## src/rtl/prod_accum_pkg.sv

```systemverilog
// Shared types, widths and helpers for the product accumulator.
// Imported by the interface, the top level and the testbench.
package prod_accum_pkg;

    localparam int PROD_W = 20;
    localparam int ACC_W  = 28;
    localparam int CNT_W  = 8;

    typedef enum logic [1:0] {
        IDLE  = 2'd0,
        ACCUM = 2'd1,
        HOLD  = 2'd2
    } state_e;

    // Beat counter increment that sticks at all-ones instead of wrapping.
    function automatic logic [CNT_W-1:0] sat_inc(input logic [CNT_W-1:0] cnt);
        logic [CNT_W-1:0] res;
        if (cnt == {CNT_W{1'b1}}) begin
            res = cnt;
        end else begin
            res = cnt + {{(CNT_W-1){1'b0}}, 1'b1};
        end
        return res;
    endfunction

endpackage

```

## src/rtl/prod_accum_if.sv

```systemverilog
// Product stream in, frame result out: both valid/ready channels of prod_accum.
// The accumulator is the slave; the producer/consumer side is the master.
interface prod_accum_if;
    import prod_accum_pkg::*;

    logic              in_valid;
    logic              in_ready;
    logic [PROD_W-1:0] in_prod;
    logic              in_last;
    logic              out_valid;
    logic              out_ready;
    logic [ACC_W-1:0]  out_sum;
    logic [CNT_W-1:0]  out_count;
    logic              out_ovf;

    modport slave (
        input  in_valid, in_prod, in_last, out_ready,
        output in_ready, out_valid, out_sum, out_count, out_ovf
    );

    modport master (
        output in_valid, in_prod, in_last, out_ready,
        input  in_ready, out_valid, out_sum, out_count, out_ovf
    );

endinterface

```

## src/rtl/prod_accum.sv

```systemverilog
// Frame accumulator for 20-bit multiplier products: running sum, saturating beat
// count and sticky wrap flag, with a single registered result buffer.
module prod_accum
    import prod_accum_pkg::*;
(
    input  logic        clk,
    input  logic        rst,
    prod_accum_if.slave bus
);

    state_e             state_q, state_d;
    logic [ACC_W-1:0]   acc_q, acc_d;
    logic [CNT_W-1:0]   cnt_q, cnt_d;
    logic               ovf_q, ovf_d;
    logic               out_valid_q, out_valid_d;
    logic [ACC_W-1:0]   out_sum_q, out_sum_d;
    logic [CNT_W-1:0]   out_count_q, out_count_d;
    logic               out_ovf_q, out_ovf_d;

    logic               in_ready_s;
    logic               take_s;
    logic               carry_s;
    logic [ACC_W-1:0]   nxt_s;
    logic [ACC_W-1:0]   prod_ext_s;

    // Ready is forced low during reset so no beat can be taken across it.
    assign in_ready_s = ~rst & (state_q != HOLD);
    assign take_s     = bus.in_valid & in_ready_s;
    assign prod_ext_s = {{(ACC_W-PROD_W){1'b0}}, bus.in_prod};
    assign {carry_s, nxt_s} = {1'b0, acc_q} + {1'b0, prod_ext_s};

    assign bus.in_ready  = in_ready_s;
    assign bus.out_valid = out_valid_q;
    assign bus.out_sum   = out_sum_q;
    assign bus.out_count = out_count_q;
    assign bus.out_ovf   = out_ovf_q;

    // State register and all datapath/result registers.
    always_ff @(posedge clk or posedge rst) begin
        if (rst) begin
            state_q     <= IDLE;
            acc_q       <= {ACC_W{1'b0}};
            cnt_q       <= {CNT_W{1'b0}};
            ovf_q       <= 1'b0;
            out_valid_q <= 1'b0;
            out_sum_q   <= {ACC_W{1'b0}};
            out_count_q <= {CNT_W{1'b0}};
            out_ovf_q   <= 1'b0;
        end else begin
            state_q     <= state_d;
            acc_q       <= acc_d;
            cnt_q       <= cnt_d;
            ovf_q       <= ovf_d;
            out_valid_q <= out_valid_d;
            out_sum_q   <= out_sum_d;
            out_count_q <= out_count_d;
            out_ovf_q   <= out_ovf_d;
        end
    end

    // Next-state and datapath updates for IDLE / ACCUM / HOLD.
    always_comb begin
        state_d     = state_q;
        acc_d       = acc_q;
        cnt_d       = cnt_q;
        ovf_d       = ovf_q;
        out_valid_d = out_valid_q;
        out_sum_d   = out_sum_q;
        out_count_d = out_count_q;
        out_ovf_d   = out_ovf_q;

        case (state_q)
            IDLE: begin
                acc_d = {ACC_W{1'b0}};
                cnt_d = {CNT_W{1'b0}};
                ovf_d = 1'b0;
                if (take_s && bus.in_last) begin
                    out_sum_d   = prod_ext_s;
                    out_count_d = {{(CNT_W-1){1'b0}}, 1'b1};
                    out_ovf_d   = 1'b0;
                    out_valid_d = 1'b1;
                    state_d     = HOLD;
                end else if (take_s) begin
                    acc_d   = prod_ext_s;
                    cnt_d   = {{(CNT_W-1){1'b0}}, 1'b1};
                    state_d = ACCUM;
                end else begin
                    state_d = IDLE;
                end
            end

            ACCUM: begin
                if (take_s && bus.in_last) begin
                    out_sum_d   = nxt_s;
                    out_count_d = sat_inc(cnt_q);
                    out_ovf_d   = ovf_q | carry_s;
                    out_valid_d = 1'b1;
                    acc_d       = {ACC_W{1'b0}};
                    cnt_d       = {CNT_W{1'b0}};
                    ovf_d       = 1'b0;
                    state_d     = HOLD;
                end else if (take_s) begin
                    acc_d = nxt_s;
                    cnt_d = sat_inc(cnt_q);
                    ovf_d = ovf_q | carry_s;
                end else begin
                    state_d = ACCUM;
                end
            end

            HOLD: begin
                // Always one dead cycle after the result leaves before a new beat.
                if (bus.out_ready) begin
                    out_valid_d = 1'b0;
                    state_d     = IDLE;
                end else begin
                    state_d = HOLD;
                end
            end

            default: begin
                state_d     = IDLE;
                acc_d       = {ACC_W{1'b0}};
                cnt_d       = {CNT_W{1'b0}};
                ovf_d       = 1'b0;
                out_valid_d = 1'b0;
            end
        endcase
    end

endmodule

```

## src/flat_wrapper.sv

```systemverilog
// flat-port wrapper written by rule: the top's interface ports become plain ports
module prod_accum_flat import prod_accum_pkg::*;
  (clk, rst, bus_in_valid, bus_in_prod, bus_in_last, bus_out_ready, bus_in_ready, bus_out_valid, bus_out_sum, bus_out_count, bus_out_ovf);
  prod_accum_if bus_i ();
  input  logic clk;
  input  logic rst;
  input wire logic [$bits(bus_i.in_valid)-1:0] bus_in_valid;
  input wire logic [$bits(bus_i.in_prod)-1:0] bus_in_prod;
  input wire logic [$bits(bus_i.in_last)-1:0] bus_in_last;
  input wire logic [$bits(bus_i.out_ready)-1:0] bus_out_ready;
  output wire logic [$bits(bus_i.in_ready)-1:0] bus_in_ready;
  output wire logic [$bits(bus_i.out_valid)-1:0] bus_out_valid;
  output wire logic [$bits(bus_i.out_sum)-1:0] bus_out_sum;
  output wire logic [$bits(bus_i.out_count)-1:0] bus_out_count;
  output wire logic [$bits(bus_i.out_ovf)-1:0] bus_out_ovf;
  assign bus_i.in_valid = bus_in_valid;
  assign bus_i.in_prod = bus_in_prod;
  assign bus_i.in_last = bus_in_last;
  assign bus_i.out_ready = bus_out_ready;
  assign bus_in_ready = bus_i.in_ready;
  assign bus_out_valid = bus_i.out_valid;
  assign bus_out_sum = bus_i.out_sum;
  assign bus_out_count = bus_i.out_count;
  assign bus_out_ovf = bus_i.out_ovf;
  prod_accum u_core (.clk(clk), .rst(rst), .bus(bus_i));
endmodule
```

## config.mk

```make
export PLATFORM = sky130hd
export DESIGN_NAME = prod_accum_flat
export DESIGN_NICKNAME = d
export VERILOG_FILES = /design/src/rtl/prod_accum_pkg.sv /design/src/rtl/prod_accum_if.sv /design/src/rtl/prod_accum.sv /design/src/flat_wrapper.sv
export SDC_FILE = /design/constraint.sdc
export NUM_CORES = 1
export LEC_CHECK = 0
export ABC_CLOCK_PERIOD_IN_PS = 3500
export CORE_AREA = 2 2 104 106
export CTS_CLUSTER_DIAMETER = 30
export CTS_CLUSTER_SIZE = 8
export DETAILED_ROUTE_END_ITERATION = 8
export DIE_AREA = 0 0 106 108
export PLACE_DENSITY = 0.67
export REMOVE_ABC_BUFFERS = 1
export SETUP_SLACK_MARGIN = 0.4
export SLEW_MARGIN = 20
export SYNTH_ARGS = -nofsm -noshare
export SYNTH_HDL_FRONTEND = slang
export SYNTH_SLANG_ARGS = --single-unit
```

## constraint.sdc

```tcl
create_clock -name clk -period 3.5 [get_ports clk]
set_input_delay 0.35 -clock clk [delete_from_list [all_inputs] [get_ports clk]]
set_output_delay 0.35 -clock clk [all_outputs]
set_load 0.005 [all_outputs]
```

Yosys cells after proc, flatten, opt, wreduce, memory -nomap -nowiden --
Index checks and enable logic that the tools add are counted. Widths: inputs -> output; s select.
Word-level totals: memory bits (writable) 0, memories 0, register bits 77, logic and storage cells 64, latch bits 0, bits of input ports 25, ROM bits 0
Operators by class: magnitude comparators 0, multiply operators 0, eq/ne operators 10, mux-type cells 32, shift-type cells 0, reductions and logical operators 7, divide/modulo/power cells 0, bitwise gates (word level) 5, add/subtract/negate cells 2
Operators with widths (number):
- $mux 28 | 5
- $pmux 28 s3 | 1
- $pmux 28 s2 | 1
- $mux 8 | 6
- $add 28x20->29 | 1
- $pmux 8 s3 | 1
- $mux 20 | 1
- $pmux 8 s2 | 1
- $add 8x1->8 const B | 1
- $eq 8x8->1 const B | 1
- $mux 1 | 8
- $mux 2 | 4
- $ne 2x1->1 const B | 3
- $pmux 1 s2 | 3
- $pmux 2 s3 | 1
- $ne 2x2->1 const B | 2
- $reduce_and 2->1 | 2
- $ne 3x1->1 const B | 1
- $ne 3x3->1 const B | 1
- $reduce_and 3->1 | 1
- $and 1x1->1 | 2
- $eq 2x1->1 const B | 1
- $eq 2x2->1 const B | 1
- $logic_not 2->1 | 1
- 5 further kinds | 6

Logic depth before layout (Yosys ltp) --
depth after elaboration 6, gate-level depth with buffers 10

Worst setup path before layout --
Ideal clock, no wire load.
path type input port to flip-flop, from input rst, to register u_core.ovf_q, required time 3404 ps, path slack 136 ps, cell stages on the path 6, data arrival time 3268 ps, buffers on the path 1, cells stage by stage inv_1 > nand2_1 > nor3_1 > clkbuf_1 > o21ai_0 > o31ai_1
Between the ends: cells in the longest elaborated chain, start to end 6
RTL lines:
- start: declaration | RTL line flat_wrapper.sv:6 | input logic rst;
- $not 1->1 * | RTL line prod_accum.sv:27 | assign in_ready_s = ~rst & (state_q != HOLD);
- $and 1x1->1 * | RTL line prod_accum.sv:27
- $and 1x1->1 * | RTL line prod_accum.sv:28 | assign take_s = bus.in_valid & in_ready_s;
- $logic_and 1x1->1 | RTL line prod_accum.sv:93 | if (take_s && bus.in_last) begin
- $mux 1 or $ne 3x1->1 (tied branches)
- $pmux 1 s2 or $reduce_and 2->1 (tied branches)
- end signal: assignment | RTL line prod_accum.sv:53 | ovf_q <= ovf_d;
- end: declaration | RTL line prod_accum.sv:14 | logic ovf_q, ovf_d;
Every way passes the cells marked *; elsewhere a longest branch is shown, timed or not. A chain may end at the register's enable or synchronous reset.

Worst setup path in the final report --
from input bus_in_prod[1], to register u_core.acc_q[25]
Between the ends: cells in the longest elaborated chain, start to end 4
RTL lines:
- start: declaration | RTL line flat_wrapper.sv:8 | input wire logic [$bits(bus_i.in_prod)-1:0] bus_in_prod;
- $add 28x20->29 | RTL line prod_accum.sv:30 | assign {carry_s, nxt_s} = {1'b0, acc_q} + {1'b0, prod_ext_s};
- $mux 28 | RTL line prod_accum.sv:102 | end else if (take_s) begin
- $mux 28 | RTL line prod_accum.sv:93
- $pmux 28 s3 | RTL line prod_accum.sv:72 | case (state_q)
- end signal: assignment | RTL line prod_accum.sv:42 | acc_q <= {ACC_W{1'b0}};
- end: declaration | RTL line prod_accum.sv:12 | logic [ACC_W-1:0] acc_q, acc_d;
No other way between the ends. The select of a mux whose other input is x is not followed.

==> metrics.txt <==
outcome=finished, final reports clean; synthesized area=0.004567 mm^2; Total Wirelength=11410 um; part of the power in registers=39.4%; first-pass GRT wire length=19130 um; post-CTS setup buffer count=0; Seq/Total Area, Yosys=42.19%; slew margin rel.=39.94%; clk_skew=10.87 ps; Syn Area/Cell=9.116 um^2; Top Ports=64; Pre-antenna DRT Iters=5; distinct cell type count after synthesis=55; Tot GR Track Use=20.98%; Post-DP Area=0.005384 mm^2; Die Y-Extent=108 um; Hold Buf Count CTS=0; Worst Path Required=3800 ps; Clock Path Buffers=2; met2 usage=33.46%; Post-Place Setup Slack=337.6 ps; RSZ-0062 raised after global routing=no; clock transition at the registers of the reported paths=80 ps; final hold violations=0; Fmax=0.3532 GHz; PortBufs=63; initial core utilization=44.64%; Pleak=2.558 nW; antenna cells=0; fin area=0.005602 mm^2; Core Area=0.01023 mm^2; global route overflow=0; Total Power=2.857 mW; initial antenna violation count=0; WP data arrival=3130 ps; EDFF count, synth=0; Synth Warn #=0; Seq cells post-synth=77; switch share=32.96%; worst-margin pin slew=893.4 ps; Site Rows=37; ys async rst share=100.0%; startpoint types=input port; worst path cell trace=clkdlybuf4s50_1 > ha_1 > a21o_1 > and4_2 > o21ai_2 > o311ai_4 > a21oi_2 > o31a_1 > or4_1 > nand3_1; # clock sinks=77; area grow syn2layout=22.66%; worst skew pair latency=360 ps; nature of the critical path endpoint=flip-flop; main flop type after synthesis=dfrtp_1; Worst VDD drop=0.0002781 V; largest net degree at the start of global routing=78; CP max-delay cell=or4_1; share of the cycle needed by the critical path after routing=80.89%; Detailed Place HPWL=7985 um; final worst slack=668.8 ps; drt wl/cell=16.25 um; Period minus WS final=2831 ps; gpl congestion=0.8470; final net count=608; P_int=1.916 mW; ANT nets after route=0; Pwr Density=510.1 mW/mm^2; die footprint=0.01145 mm^2; GRT busiest layer=met2; NetSw=941.9 uW; TritonCTS clock tree=done; post-CTS sizing=0; CP max FO=7; CTS root buffer=clkbuf_8; Hold Path Class=flip-flop to flip-flop; M1 GR Usage=28.96%; Final Setup Violations=0; Via density=5.650; clock power share=26.4%; met3 usage=3.918%; Crit Path Class=input port to flip-flop; H-tree Lvls=3; vias in the first global route=3834; via count=3966; max-cap violations=0; drt initial violations=203; Syn Inst Count=501; share of layout cells above drive strength 1=8.127%; combinational power share=34.2%; drt drc=0; Max Transition Viols Final=0; max incr delay on CP=510 ps; Inserted Clock Buffers=9; Die Wd=106 um
-- stage by stage --
stage          std cells  TNS (ps)  hold WS, ps  utilization [%]
2_1_floorplan        474    -14970        453.8                -
3_3_place_gp         686         0        451.6            52.62
3_5_place_dp         686         0        462.7            52.62
4_1_cts              702         0        480.6            54.71
5_1_grt              702         0        513.2            54.75
6_report             702         0        472.1            54.75
-- registers in the layout (all words and copies together) (netlist names) --
register              cells
u_core.acc_q             28
u_core.bus.out_count      8
u_core.bus.out_ovf        1
u_core.bus.out_sum       28
u_core.bus.out_valid      1
u_core.cnt_q              8
u_core.ovf_q              1
u_core.state_q            2
-- power by group through the flow --
stage | sequential [mW] | clock [mW] | combinational, mW
after floorplan | 1.13 | 0 | 0.590
after global placement | 1.14 | 0 | 0.962
after detailed placement | 1.14 | 0 | 0.972
after CTS | 1.13 | 0.770 | 0.982
after global routing | 1.15 | 0.799 | 1.09
final | 1.13 | 0.754 | 0.977
-- per-layer routing --
metal  vias up  routed length [um]
met5         -                   0
met3        18                 567
met2        94                5329
met1      1920                5317
met4         0                 197
li1       1934                   -
-- layout by cell type (no fill, tap or decap), types with 3 or more instances in the layout --
master / Yosys / final
nand4_1: 7 / 7
nor2b_1: 3 / 3
a222oi_1: 4 / 4
or3_1: 6 / 6
nand2b_1: 5 / 5
o21ai_0: 61 / 61
mux2i_1: 12 / 12
a31oi_1: 8 / 8
and3_1: 6 / 6
inv_1: 14 / 13
clkdlybuf4s50_1: 0 / 63
a21o_1: 16 / 16
mux2_2: 3 / 3
clkbuf_8: 0 / 9
or4_1: 4 / 4
and2_1: 4 / 4
nand3_1: 13 / 13
o31ai_1: 7 / 7
nand2_1: 64 / 64
a22oi_1: 13 / 13
buf_4: 0 / 11
a21oi_1: 26 / 26
nor3_1: 7 / 7
xor2_1: 11 / 11
nor2_1: 26 / 26
o21bai_1: 4 / 3
xnor2_1: 18 / 18
dfrtp_1: 77 / 77
ha_1: 21 / 21
-- worst paths after layout --
path	start	endpoint	slack, ps	cells past startpoint
setup / recovery	bus_in_prod[1]	u_core.acc_q[25]	670	10
hold / removal	u_core.bus.out_sum[9]	u_core.bus.out_sum[9]	470	2
setup reg to reg	u_core.acc_q[1]	u_core.acc_q[25]	760	9
hold reg to reg	u_core.bus.out_sum[9]	u_core.bus.out_sum[9]	470	2
max in group asynchronous	rst	u_core.bus.out_count[4]	2430	3
min in group asynchronous	rst	u_core.bus.out_sum[1]	580	3
-- area by class of cell --
class / count / area (um^2)
flip-flops and latches: 77 / 1927
well taps: 136 / 170.2
clock inverters: 6 / 86.33
repair buffers: 76 / 744.5
inverters: 14 / 52.55
clock buffers: 10 / 127.6
fillers: 972 / 4629
multi-input cells: 383 / 2494
-- cells in the mapped netlist, drive strengths merged (8+ instances only) --
cell,count,area [um^2]
clkbuf,23,86.33
a21o,18,137.6
a22oi,13,97.59
a31oi,8,50.05
xor2,11,96.34
xnor2,18,157.7
mux2i,12,120.1
nand2,64,240.2
nand3,13,65.06
a21oi,28,155.2
dfrtp,77,1927
o21ai,63,322.8
ha,21,262.8
inv,14,52.55
nor2,26,97.59
-- cells by family after synthesis --
logic type                 Yosys count  synth area share [%]
and+or+nand+nor                    155                 16.16
xor gates and xnor gates            29                 5.562
DFF                                 77                 42.19
adders and majority gates           22                 6.192
muxes                               15                 3.370
buffers and inverters               41                 3.425
AOI/OAI and AO/OA                  162                 23.10
-- worst max-delay path: cells and delay by family --
family,cells,cell delay [ps]
buffers and inverters,1,490
AOI/OAI and AO/OA,5,1090
and+or+nand+nor,3,860
adders and majority gates,1,330
Power figures use the tool's default switching activity.
==> RTL edit (config.mk and constraints unchanged) <==
Make the reset (`rst`) synchronous in one clocked block.
--- a/src/rtl/prod_accum.sv
+++ b/src/rtl/prod_accum.sv
@@ -36,7 +36,7 @@
     assign bus.out_ovf   = out_ovf_q;
 
     // State register and all datapath/result registers.
-    always_ff @(posedge clk or posedge rst) begin
+    always_ff @(posedge clk) begin
         if (rst) begin
             state_q     <= IDLE;
             acc_q       <= {ACC_W{1'b0}};
Function: differs if rst is asserted again (counterexample within 4 cycles, from zero or initial values and one cycle with rst high); with rst held inactive, the same outputs for 4 cycles.
==> RTL edit against the unedited design <==
Global-route usage grew 2.2 points; wire length increased by 13%; core utilization decreased by 0.12 points; cell area decreased by 0.22%; worst setup slack better by 0.057 ns; non-clock buffer count unchanged; synthesized cell count increased by 16%; sequential cell count is the same; fmax grew 2.0%; synthesized area rose by 2.6%; critical path type unchanged; critical endpoint is now u_core.bus.out_sum[26]$_SDFFE_PP0P_.
Power is not compared: it rests on default switching activity, and its combinational part moved more than twofold at a synthesized area within 25%.
==> RTL edit: results (changes against the unedited design) <==
Routing
  • Detailed-route via count: 4623 (was 3966)
  • Routed vias/inst: 5.98 (was 5.65)
  • DR WL/cell: 16.7 microns (was 16.3 microns)
  • Met1 Wirelength: 6020 microns (was 5320 microns)
  • Drt pass-1 iters: 7 (was 5)
  • Met3 wire length: 687 microns (was 567 microns)
  • DRT iter0 DRCs: 220 (was 203)
  • Met2 wire len: 6060 microns (was 5330 microns)

Yosys
  • Top post-synthesis cells by area: dfxtp_1 (33%), nor2_1 (6.4%), ha_1 (5.6%), nand2_1 (4.4%), a21oi_1 (4.4%) (was dfrtp_1 (42%), o21ai_0 (6.7%), ha_1 (5.8%), nand2_1 (5.3%), xnor2_1 (3.5%))
  • Synthesized area per cell: 8.04 sq um (was 9.12 sq um)
  • Synth Area in Adders: 6.04% (was 6.19%)
  • Async S/R FF share, synth: 0% (was 100%)
  • Compound-cell area share of the yosys netlist: 29.7% (was 23.1%)
  • Commonest cells in the netlist: nor2_1 (80), dfxtp_1 (77), nand2_1 (55) (was dfrtp_1 (77), nand2_1 (64), o21ai_0 (61))
  • Post-synthesis mux area share: 2.35% (was 3.37%)
  • Seq/Total Area, Yosys: 32.9% (was 42.2%)
  • Distinct cell type count after synthesis: 72 (was 55)
  • Post-synthesis xor/xnor area fraction: 3.55% (was 5.56%)

Place
  • DP HPWL: 8870 microns (was 7980 microns)
  • Placed cell area: 5400 sq um (was 5380 sq um)
  • RePlAce Congestion: 0.923 (was 0.847)
  • Worst slack, placed: 0.367 ns (was 0.338 ns)
  • IO Port Bufs: 63 (unchanged)
  • Placed cells: 757 (was 686)

Layout
  • Seq cells: 77 (unchanged)
  • Number of fill cells: 972 (unchanged)
  • # clk buffers: 12 (was 10)
  • Clock-cell share of area: 3.45% (was 3.82%)
  • Register area: 1540 sq um (was 1930 sq um)
  • Signal buffers share of area: 12.9% (was 13.3%)
  • Multi-input logic area: 2910 sq um (was 2490 sq um)
  • Total Nets Final: 679 (was 608)
  • Non-clock inverters: 13 (was 14)
  • Multi-input combinational area share: 52.1% (was 44.5%)
  • Proportion of layout cells with a drive suffix above 1: 7.54% (was 8.13%)
  • Comb_multi_in: 455 (was 383)

Run status
  • Outcome: completed (unchanged)

Worst hold path
  • HP Class: primary input to flop (was flop to flop)

Global route
  • Largest net degree at the start of global routing: 29 (was 78)
  • Vias in the first global route: 4328 (was 3834)
  • Met3 Resource Use GR: 3.56% (was 3.92%)
  • GR Util met1: 31.5% (was 29.0%)
  • Overall Global Routing Usage: 23.2% (was 21.0%)
  • Met2 usage: 38.3% (was 33.5%)
  • First-pass GRT wire length: 21400 microns (was 19100 microns)

Power and ir drop
  • Lkg Pwr: ~2.2 nW
  • Total power: 2.06 mW
  • Reg power frac: 45.3%

Clocking
  • CTS max path bufs: 2 (unchanged)

STA
  • Final clock skew: 0.00959 ns (was 0.0109 ns)
  • Slew @ Worst Pin: 0.817 ns (was 0.893 ns)

Setup path
  • Crit-path slowest cell: clkdlybuf4s50_1 (was or4_1)
  • CP peak stage delay: 0.45 ns (was 0.51 ns)
  • Crit Path Max Fanout: 9 (was 7)
[RTL edit: cell types whose count changed in the layout (fill, tap and decap cells not counted), sizes merged, moves of 6 or more]
cell / unedited run / this run
o31ai: 7 / 1
a32oi: 2 / 8
nor3: 7 / 20
a211oi: 1 / 13
o211ai: 2 / 12
nor2: 26 / 80
a21oi: 28 / 45
dfxtp: 0 / 77
o21ai: 63 / 35
nand2: 64 / 55
a221oi: 0 / 9
a21o: 18 / 7
dfrtp: 77 / 0
[RTL edit: worst paths after layout]
path	from	to	slack [ns]	depth (start not counted)
worst max register to register	u_core.acc_q[0]$_SDFFE_PP0P_	u_core.bus.out_sum[26]$_SDFFE_PP0P_	0.90	9
worst max-delay path	bus_in_prod[0]	u_core.bus.out_sum[26]$_SDFFE_PP0P_	0.73	10
worst min-delay path	rst	u_core.acc_q[13]$_SDFFE_PP0P_	0.42	3
worst min register to register	u_core.bus.out_sum[20]$_SDFFE_PP0P_	u_core.bus.out_sum[20]$_SDFFE_PP0P_	0.45	2
